<file path="src/rtl/spi_a2d_mstr.sv">
// SPI master for the ADC128S-style A2D: one 16-bit full-duplex transfer per accepted wrt.
// SCLK idles high; MOSI changes on SCLK falls and MISO is sampled just before each rise.
module spi_a2d_mstr #(
   parameter int SCLK_DIV_W = 5
) (
   input  logic        clk,
   input  logic        rst,
   input  logic        wrt,
   input  logic [15:0] cmd,
   output logic        done,
   output logic [15:0] rd_data,
   output logic        busy,
   output logic        SS_n,
   output logic        SCLK,
   output logic        MOSI,
   input  logic        MISO
);

   localparam int W = SCLK_DIV_W;
   // LOAD leaves a short high front porch before the ignored first fall
   localparam logic [W-1:0] LOAD = W'(2**(W-1) + 2**(W-2) - 1);
   localparam logic [W-1:0] SMPL = W'(2**(W-1) - 1);
   localparam logic [W-1:0] FALL = '1;

   typedef enum logic {IDLE, SHIFT} state_t;

   state_t      state, nxt_state;
   logic [W-1:0] div;
   logic [3:0]  bit_cnt;
   logic [15:0] shft;
   logic        miso_smpl;
   logic        first_fall;
   logic        ld, smpl, shft_en, clr_first, fin;

   always_ff @(posedge clk or posedge rst)
      if (rst) state <= IDLE;
      else     state <= nxt_state;

   always_comb begin
      nxt_state = state;
      ld        = 1'b0;
      smpl      = 1'b0;
      shft_en   = 1'b0;
      clr_first = 1'b0;
      fin       = 1'b0;
      case (state)
         IDLE:
            if (wrt) begin
               ld        = 1'b1;
               nxt_state = SHIFT;
            end
         SHIFT: begin
            if (div == SMPL) smpl = 1'b1;
            if (div == FALL) begin
               if (first_fall) clr_first = 1'b1;
               else begin
                  shft_en = 1'b1;
                  if (bit_cnt == 4'd15) begin
                     fin       = 1'b1;
                     nxt_state = IDLE;
                  end
               end
            end
         end
         default: nxt_state = IDLE;
      endcase
   end

   // Divider free-runs only in SHIFT; reloading on fin suppresses a trailing fall
   always_ff @(posedge clk or posedge rst)
      if (rst)                        div <= '0;
      else if (state == SHIFT && !fin) div <= div + 1'b1;
      else                            div <= LOAD;

   always_ff @(posedge clk or posedge rst)
      if (rst) begin
         shft       <= '0;
         bit_cnt    <= '0;
         miso_smpl  <= 1'b0;
         first_fall <= 1'b0;
      end else begin
         if (ld) begin
            shft       <= cmd;
            bit_cnt    <= '0;
            first_fall <= 1'b1;
         end else begin
            if (shft_en) begin
               shft    <= {shft[14:0], miso_smpl};
               bit_cnt <= bit_cnt + 1'b1;
            end
            if (clr_first) first_fall <= 1'b0;
         end
         if (smpl) miso_smpl <= MISO;
      end

   always_ff @(posedge clk or posedge rst)
      if (rst) begin
         SS_n <= 1'b1;
         busy <= 1'b0;
         done <= 1'b0;
      end else begin
         done <= fin;
         if (ld) begin
            SS_n <= 1'b0;
            busy <= 1'b1;
         end else if (fin) begin
            SS_n <= 1'b1;
            busy <= 1'b0;
         end
      end

   // Forcing SCLK high in IDLE keeps it high straight out of reset while div is 0
   assign SCLK    = (state == IDLE) | div[W-1];
   assign MOSI    = shft[15];
   assign rd_data = shft;

endmodule

</file>
<file path="config.mk">
export PLATFORM = sky130hd
export DESIGN_NAME = spi_a2d_mstr
export DESIGN_NICKNAME = d
export VERILOG_FILES = /design/src/rtl/spi_a2d_mstr.sv
export SDC_FILE = /design/constraint.sdc
export NUM_CORES = 1
export LEC_CHECK = 0
export CAP_MARGIN = 20
export CORE_ASPECT_RATIO = 1.25
export CORE_MARGIN = 3
export CORE_UTILIZATION = 40
export DETAILED_ROUTE_END_ITERATION = 8
export PLACE_DENSITY_LB_ADDON = 0.15
export SLEW_MARGIN = 20
export SYNTH_ARGS = -nofsm -noshare
export SYNTH_HDL_FRONTEND = slang
export SYNTH_SLANG_ARGS = --single-unit
</file>
<file path="constraint.sdc">
create_clock -name clk -period 2.15 [get_ports clk]
set_input_delay 0.43 -clock clk [delete_from_list [all_inputs] [get_ports clk]]
set_output_delay 0.43 -clock clk [all_outputs]
set_load 0.02 [all_outputs]
</file>
# --- Yosys cells after proc, flatten, opt, wreduce, memory -nomap -nowiden ---
# Cells that the tools add are included.
op_classes:
  bitwise_logic: 2
  eq_ne: 3
  mux: 29
  n_addsub: 2
  n_reduce_logical: 5
ops:
  columns: ["cell", "n"]
  rows:
  - ["16-bit two-way mux", 2]
  - ["1-bit two-way mux", 23]
  - ["4-bit two-way mux", 2]
  - ["2-bit nonzero test", 3]
  - ["5-bit by 1-bit adder with 5-bit output (second input constant)", 1]
  - ["5-bit by 4-bit equality test with 1-bit output (second input constant)", 1]
  - ["5-bit equality test (second input constant)", 1]
  - ["5-bit two-way mux", 1]
  - ["4-bit by 1-bit adder with 4-bit output (second input constant)", 1]
  - ["4-bit equality test (second input constant)", 1]
  - ["1-bit one-hot mux with 2 select lines", 1]
  - ["1-bit logical AND", 1]
  - ["1-bit logical NOT", 1]
  - ["1-bit inverter", 1]
  - ["1-bit OR", 1]
totals:
  in_bits: 20
  word_cells: 50
  register_bits: 31

# --- Logic depth before layout (Yosys ltp) ---
# Gate-level depths: netlist of run 1.
logic_depth:
  depth_word: 8
  ltp_mapped: 7
  ltp_nobuf: 6

# --- Least setup slack after synthesis of run 1 ---
# Ideal clock, no wire load.
synth_timing:
  path_type: "reg2reg"
  startpoint: "reg div[0]"
  endpoint: "reg shft[10], in the netlist rd_data[10]"
  n_path_buf: 1
  t_arrival_ps: 1693
  setup_time_ps: 118
  t_required_ps: 2032
  slack_ps: 339
  stages_incl_launch_ff: 8
  cell_sequence: "dfrtp_1 ha_1 and3_1 ha_1 and3b_4 buf_2 a22o_1 a21o_1"
synth_between:
  elab_chain_cells: 4
synth_lines:
  columns: ["item", "line", "rtl"]
  rows:
  - ["from (decl)", "28", "logic [W-1:0] div;"]
  - ["from (signal assigned)", "72", "else if (state == SHIFT && !fin) div <= div + 1'b1;"]
  - ["5-bit equality test", "54", "if (div == FALL) begin"]
  - ["1-bit two-way mux", "54", null]
  - ["1-bit two-way mux", "46", "case (state)"]
  - ["2-bit nonzero test (no source line)", null, null]
  - ["to (signal assigned)", "83", "shft <= cmd;"]
  - ["to (signal assigned)", "88", "shft <= {shft[14:0], miso_smpl};"]
  - ["to (decl)", "30", "logic [15:0] shft;"]
# No other way between the ends.
# A chain may end at the register's enable or synchronous reset.

# --- Worst setup path in the final report of run 1 ---
layout_timing:
  startpoint: "reg div[0]"
  endpoint: "reg bit_cnt[0]"
layout_between:
  elab_chain_cells: 4
layout_lines:
  columns: ["item", "line", "rtl"]
  rows:
  - ["5-bit equality test", "54", null]
  - ["1-bit two-way mux", "54", null]
  - ["1-bit two-way mux", "46", null]
  - ["2-bit nonzero test (no source line)", null, null]
  - ["to (signal assigned)", "89", "bit_cnt <= bit_cnt + 1'b1;"]
  - ["to (decl)", "29", "logic [3:0] bit_cnt;"]
# No other way between the ends.

==> summary.md, run 1 <==
| Metric | Value |
|---|---|
| Worst skew pair latency | `between 0.2 and 0.3 ns` |
| RSZ-0062 raised after global routing | `false` |
| Pins over their slew limit | `0` |
| Sequential share of power | `39.8%` |
| Resized cells post-CTS | `0` |
| Multi-input gate area | `between 500 and 600 um2` |
| CTS max path bufs | `2` |
| Synthesized area per cell | `12.34 um2` |
| First-pass DRT Iterations | `4` |
| CTS tree | `yes` |
| Fillers | `279` |
| Post-Syn Area | `1370 um2` |
| CORE AREA | `3252 um2` |
| GR Util All Layers | `around 14%` |
| Simple-Gate Fraction of Synth Area | `10.05%` |
| Total Nets Final | `about 180` |
| Fin cells | `~190` |
| Synth Area in XOR/XNOR | `roughly 1.3%` |
| Vias per Instance | `just over 5` |
| Final setup fails | `0` |
| IO buf count | `40` |
| Fin area | `~1900 um2` |
| Starting density of the core | `42.13%` |
| Hold buffer count at cts | `0` |
| Vert. Die Dim | `between 70 and 80 um` |
| First-pass GRT wire length | `between 4000 and 5000 um` |
| Slowest stage delay, CP | `roughly 0.40 ns` |
| Comb power frac | `36.4%` |
| Final core utilization | `between 50% and 60%` |
| Data arrival time of the worst path | `approximately 2.2 ns` |
| Final global-route overflow total | `0` |
| Seq/Total Area, Yosys | `between 50% and 60%` |
| F_max | `between 0.5 and 0.6 GHz` |
| Most frequent cells in the layout | `clkdlybuf4s50_1, dfrtp_1, a21o_1, a22o_1, nand2_1` |
| Unique masters post-synth | `27` |
| Synth Area in Compound Gates | `20.91%` |
| Switch share | `between 30% and 40%` |
| Reg area | `slightly below 800 um2` |
| Status | `finished clean` |
| Gp weighted congestion | `about 0.74` |
| Die area | `between 4000 and 5000 um2` |
| Vias | `~990` |
| Largest family of logic cells by synthesized area | `compound AO/OA/AOI/OAI gates` |
| DR WL/cell | `roughly 14 um` |
| VDD IR max | `948.1 uV` |
| Placement Rows | `23` |
| Crit end category | `flip-flop` |
| Least-Margin Pin Slew | `between 0.4 and 0.5 ns` |
| CTS buffer count | `5` |
| Int Pwr | `around 1.7 mW` |
| Min setup slack post-route | `about 0.21 ns` |
| Root Driver | `clkbuf_8` |
| P_sw | `just under 0.8 mW` |
| Pwr/cell area | `1283 nW/um2` |
| Antenna viol nets, final | `0` |
| N_diodes | `0` |
| Placed Area | `approximately 1800 um2` |
| Vias in the first global route | `a little over 900` |
| WP buf/inv | `0` |
| Tot Pwr | `roughly 2.4 mW` |
| #FFs+latches synth | `31` |
| Die W | `approximately 60 um` |
| Final Skew | `approximately 0.0034 ns` |
| Dpl cells | `between 150 and 200` |
| Synth Area in Adders | `around 3.7%` |
| Fin. Hold Viols | `0` |
| Final wirelength | `roughly 2800 um` |
| CP Max Fanout | `22` |
| Critical path class | `flip-flop to flip-flop` |
| Worst Hold Class | `flip-flop to flip-flop` |
| CP startpoint kind | `flip-flop` |
| Tmin final | `a little under 2 ns` |
| Worst slew margin | `between 70% and 80%` |
| Worst slack at placement | `about 0.22 ns` |
| Crit path max-delay family | `simple AND/OR/NAND/NOR gates` |
| Hold_ws | `slightly below 0.5 ns` |
| Post-synthesis cell count | `around 110` |
| Commonest non-fill, non-tap cell in the layout | `clkdlybuf4s50_1` |
| IO Pins | `41` |
| Cell mode on critical path | `ha_1` |
| Max-Cap Viols | `0` |
| Iteration-0 DRC Markers | `19` |
| Fin crit share | `approximately 90%` |
| Warnings from Yosys | `0` |
| Worst path required time | `between 2 and 2.5 ns` |
| Post-Syn Nets | `between 100 and 150` |
| CTS clk-pin slew, worst paths | `roughly 0.06 ns` |
| Multiplexer share of the synthesized area | `about 3.1%` |
| Layout cells sized above 1 | `a little over a tenth` |
| DRC Markers | `0` |
| DP Wirelength | `between 2000 and 2500 um` |
| Postcts setup bufs | `0` |
| Htree depth | `2` |
| Clock Power Share | `a little under a quarter` |
| Clock Sinks | `31` |
| Setup TNS | `0 ns` |
| Largest net degree at the start of global routing | `32` |
| Slowest CP cell | `dfrtp_1` |
| Synthesis-to-finish area growth | `39.36%` |
| Cell leakage power | `a little under 1 nW` |
| Initial antenna violation count | `0` |
| CP cell instances | `ha_1 > and3_1 > ha_1 > and3b_4 > nor2_4 > mux2_2` |
==> metal layers <==
layer	vias to the layer above	global-route usage (%)	wire (um)
met4	0	6.186	50
met3	6	5.225	180
li1	480	-	-
met2	27	21.86	1437
met1	480	17.54	1129
met5	-	0	0
==> path summary, 6_finish.rpt <==
path | slack, ns | depth (start not counted) | from | endpoint
setup / recovery | 0.21 | 6 | div[0] | bit_cnt[0]
hold / removal | 0.48 | 1 | div[0] | div[0]
setup reg to reg | 0.21 | 6 | div[0] | bit_cnt[0]
hold reg to reg | 0.48 | 1 | div[0] | div[0]
max in group asynchronous | 1.31 | 3 | rst | SS_n
min in group asynchronous | 0.52 | 3 | rst | rd_data[5]
==> power by group through the flow <==
stage	registers (mW)	logic, mW	clock network (mW)
2_1_floorplan	1.12	0.346	0
3_3_place_gp	0.975	0.893	0
3_5_place_dp	0.989	0.900	0
4_1_cts	0.978	0.908	0.598
5_1_grt	1.01	0.965	0.622
6_report	0.974	0.892	0.583
==> kinds of logic after synthesis <==
| kind of cell | after synthesis |
|---|---|
| fa+ha+maj | 4 |
| xor+xnor | 2 |
| simple gates | 25 |
| flops | 31 |
| buf+inv | 9 |
| mux | 4 |
| compound gates | 36 |
==> Yosys cell counts <==
master	n	area [um2]
nand2b_1	2	12.51
buf_4	2	15.01
buf_6	2	22.52
a22o_1	16	140.1
ha_1	4	50.05
mux2i_1	2	20.02
dfrtp_1	30	750.7
inv_1	3	11.26
o22ai_1	1	6.260
xnor2_1	2	17.52
mux2_2	2	22.52
nand2_1	10	37.54
and3b_4	1	12.51
a21o_1	17	127.6
nand3_1	1	5.000
nor2_1	3	11.26
and3_1	2	12.51
nand4_1	1	6.260
or2_2	1	6.260
nor2_4	1	11.26
dfstp_2	1	26.28
a21boi_1	1	7.510
o21ai_0	1	5.000
buf_2	2	10.01
and4b_1	1	10.01
and2_1	1	6.260
nor2b_1	1	6.260
==> final cells by class <==
type | instances | area share, %
repair buffers | 43 | 22.15
clock buffers | 6 | 4.325
multi-input cells | 71 | 27.98
well taps | 37 | 2.425
clock inverters | 2 | 1.835
inverters | 3 | 0.5898
flip-flops and latches | 31 | 40.69
==> registers in the layout, indices dropped and copies added (netlist names) <==
signal	cells
busy	1
done	1
first_fall	1
rd_data	16
miso_smpl	1
SS_n	1
bit_cnt	4
div	5
state	1
No activity file was read; power rests on OpenSTA's default activity.
==> inputs of run 2 (changes only) <==
--- a/config.mk
+++ b/config.mk
@@ -7,7 +7,7 @@
 export LEC_CHECK = 0
 export CAP_MARGIN = 20
 export CORE_ASPECT_RATIO = 1.25
-export CORE_MARGIN = 3
+export CORE_MARGIN = 5
 export CORE_UTILIZATION = 40
 export DETAILED_ROUTE_END_ITERATION = 8
 export PLACE_DENSITY_LB_ADDON = 0.15
==> run 2 against run 1 <==
Effect of this change: critical path depth stayed put; cell count stayed put; global-route usage is 0.76 points lower; combinational power is 0.7% higher; sequential power is 0.5% lower; die area is 13% higher; count of clock-buffer cells in the layout stayed put; via count is 3.5% higher; critical path type unchanged; critical endpoint unchanged; largest power group unchanged; highest routed layer unchanged.
==> summary.md, run 2 (synthesis results as in run 1) <==
| Metric | Value |
|---|---|
| CP Max Fanout | `22 (unchanged)` |
| Commonest non-fill, non-tap cell in the layout | `clkdlybuf4s50_1 (unchanged)` |
| RSZ-0062 raised after global routing | `false (unchanged)` |
| Final wirelength | `2898 um (was 2798 um)` |
| Least-Margin Pin Slew | `0.3918 ns (was 0.4070 ns)` |
| Postcts setup bufs | `0 (unchanged)` |
| DRC Markers | `0 (unchanged)` |
| Most frequent cells in the layout | `clkdlybuf4s50_1, dfrtp_1, a21o_1, a22o_1, nand2_1 (unchanged)` |
| Max reg flops | `16 (unchanged)` |
| IO buf count | `40 (unchanged)` |
| Placement Rows | `23 (unchanged)` |
| Status | `finished clean (unchanged)` |
| Cell leakage power | `0.9655 nW (unchanged)` |
| Gp weighted congestion | `0.7493 (was 0.7445)` |
| CTS max path bufs | `2 (unchanged)` |
| Fin crit share | `91.95% (was 90.47%)` |
| F_max | `0.5058 GHz (was 0.5141 GHz)` |
| Clock Sinks | `31 (unchanged)` |
| Initial antenna violation count | `0 (unchanged)` |
| Hold buffer count at cts | `0 (unchanged)` |
| Tot Pwr | `2.456 mW (was 2.449 mW)` |
| Root Driver | `clkbuf_8 (unchanged)` |
| Crit end category | `flip-flop (unchanged)` |
| Vert. Die Dim | `75.44 um (was 71.44 um)` |
| Pwr/cell area | `1286 nW/um2 (was 1283 nW/um2)` |
| Tmin final | `1.977 ns (was 1.945 ns)` |
| Fin cells | `193 (unchanged)` |
| Worst path required time | `2.37 ns (about the same)` |
| Final Skew | `0.007414 ns (was 0.003444 ns)` |
| Total Nets Final | `179 (unchanged)` |
| Pins over their slew limit | `0 (unchanged)` |
| CTS clk-pin slew, worst paths | `0.07 ns (was 0.06 ns)` |
| Critical path class | `flip-flop to flip-flop (unchanged)` |
| Worst slew margin | `73.88% (was 72.81%)` |
| IO Pins | `41 (unchanged)` |
| DR WL/cell | `15.02 um (was 14.50 um)` |
| VDD IR max | `754.2 uV (was 948.1 uV)` |
| Antenna viol nets, final | `0 (unchanged)` |
| CTS buffer count | `5 (unchanged)` |
| Vias in the first global route | `1090 (was 925)` |
| CORE AREA | `3252 um2 (unchanged)` |
| Final setup fails | `0 (unchanged)` |
| Die area | `4703 um2 (was 4168 um2)` |
| Largest net degree at the start of global routing | `32 (unchanged)` |
| CTS tree | `yes (unchanged)` |
| Max-Cap Viols | `0 (unchanged)` |
| Resized cells post-CTS | `0 (unchanged)` |
| Htree depth | `2 (unchanged)` |
| N_diodes | `0 (unchanged)` |
| Layout cells sized above 1 | `10.90% (unchanged)` |
| Iteration-0 DRC Markers | `30 (was 19)` |
| CP startpoint kind | `flip-flop (unchanged)` |
| Synthesis-to-finish area growth | `39.36% (unchanged)` |
| Reg2Reg Setup Slack | `0.17 ns (was 0.21 ns)` |
| Fin. Hold Viols | `0 (unchanged)` |
| DP Wirelength | `2133 um (was 2012 um)` |
| Final global-route overflow total | `0 (unchanged)` |
| GR Util All Layers | `13.38% (was 14.14%)` |
| Data arrival time of the worst path | `2.20 ns (was 2.16 ns)` |
| First-pass GRT wire length | `4878 um (was 4367 um)` |
| First-pass DRT Iterations | `4 (unchanged)` |
| Worst skew pair latency | `0.28 ns (about the same)` |
| Starting density of the core | `42.13% (unchanged)` |
| Setup TNS | `0 ns (unchanged)` |
| Dpl cells | `185 (unchanged)` |
| Die W | `62.35 um (was 58.35 um)` |
| Vias | `1028 (was 993)` |
| Worst Hold Class | `flip-flop to flip-flop (unchanged)` |
| Vias per Instance | `5.326 (was 5.145)` |
[run 2: cell counts in the layout (fill, tap and decap cells not counted)]
No cell type changed its count.
[run 2: cell type report]
type                            count  area (um2)
Fill cell                         285        1343
Timing Repair Buffer               43       422.9
Multi-Input combinational cell     71       534.3
Clock inverter                      2       35.03
Tap cell                           37       46.29
Clock buffer                        6       82.58
Inverter                            3       11.26
Sequential cell                    31       777.0
[run 2: power by group]
group	internal (mW)	total, mW	switching, mW
registers	0.803	0.969	0.166
clock network	0.375	0.589	0.215
logic	0.491	0.898	0.406
total	1.67	2.46	0.787
[run 2: per-stage QoR]
stage	area [um2]	setup WS [ns]	utilization [%]	hold WS (ns)
after floorplan	1370	0.3392	-	0.4349
after global placement	1792	0.2389	55.10	0.4484
after detailed placement	1792	0.1710	55.10	0.4644
after CTS	1909	0.1531	58.71	0.4781
after global routing	1909	0.06014	58.71	0.5113
final	1909	0.1731	58.71	0.4725
[run 2: final timing paths]
| check | startpoint | to | depth (start not counted) |
|---|---|---|---|
| worst min-delay path | bit_cnt[3] | bit_cnt[3] | 1 |
| worst max-delay path | div[0] | bit_cnt[0] | 6 |
| worst max register to register | div[0] | bit_cnt[0] | 6 |
| min in group asynchronous | rst | rd_data[15] | 3 |
| worst min register to register | bit_cnt[3] | bit_cnt[3] | 1 |
| max in group asynchronous | rst | SS_n | 3 |
[run 2: critical path, stage by stage, from the launching register on]
cell     delay, ns
dfrtp_1       0.41
ha_1          0.23
and3_1        0.21
ha_1          0.21
and3b_4       0.27
nor2_4        0.36
mux2_2        0.23
[run 2: routing by layer]
metal  part of all wire (%)  track usage, %  vias to the layer above
li1                       -               -                      483
met1                     40           14.07                      500
met2                     50           22.93                       34
met3                    6.3           5.605                       11
met4                    3.6           7.547                        0
met5                      0               0                        -
==> inputs of run 3 (changes only) <==
--- a/config.mk
+++ b/config.mk
@@ -5,7 +5,7 @@
 export SDC_FILE = /design/constraint.sdc
 export NUM_CORES = 1
 export LEC_CHECK = 0
-export CAP_MARGIN = 20
+export CAP_MARGIN = 10
 export CORE_ASPECT_RATIO = 1.25
 export CORE_MARGIN = 5
 export CORE_UTILIZATION = 40
==> results of run 3 <==
The final DEF is identical to that of run 2; final timing and power are the same.
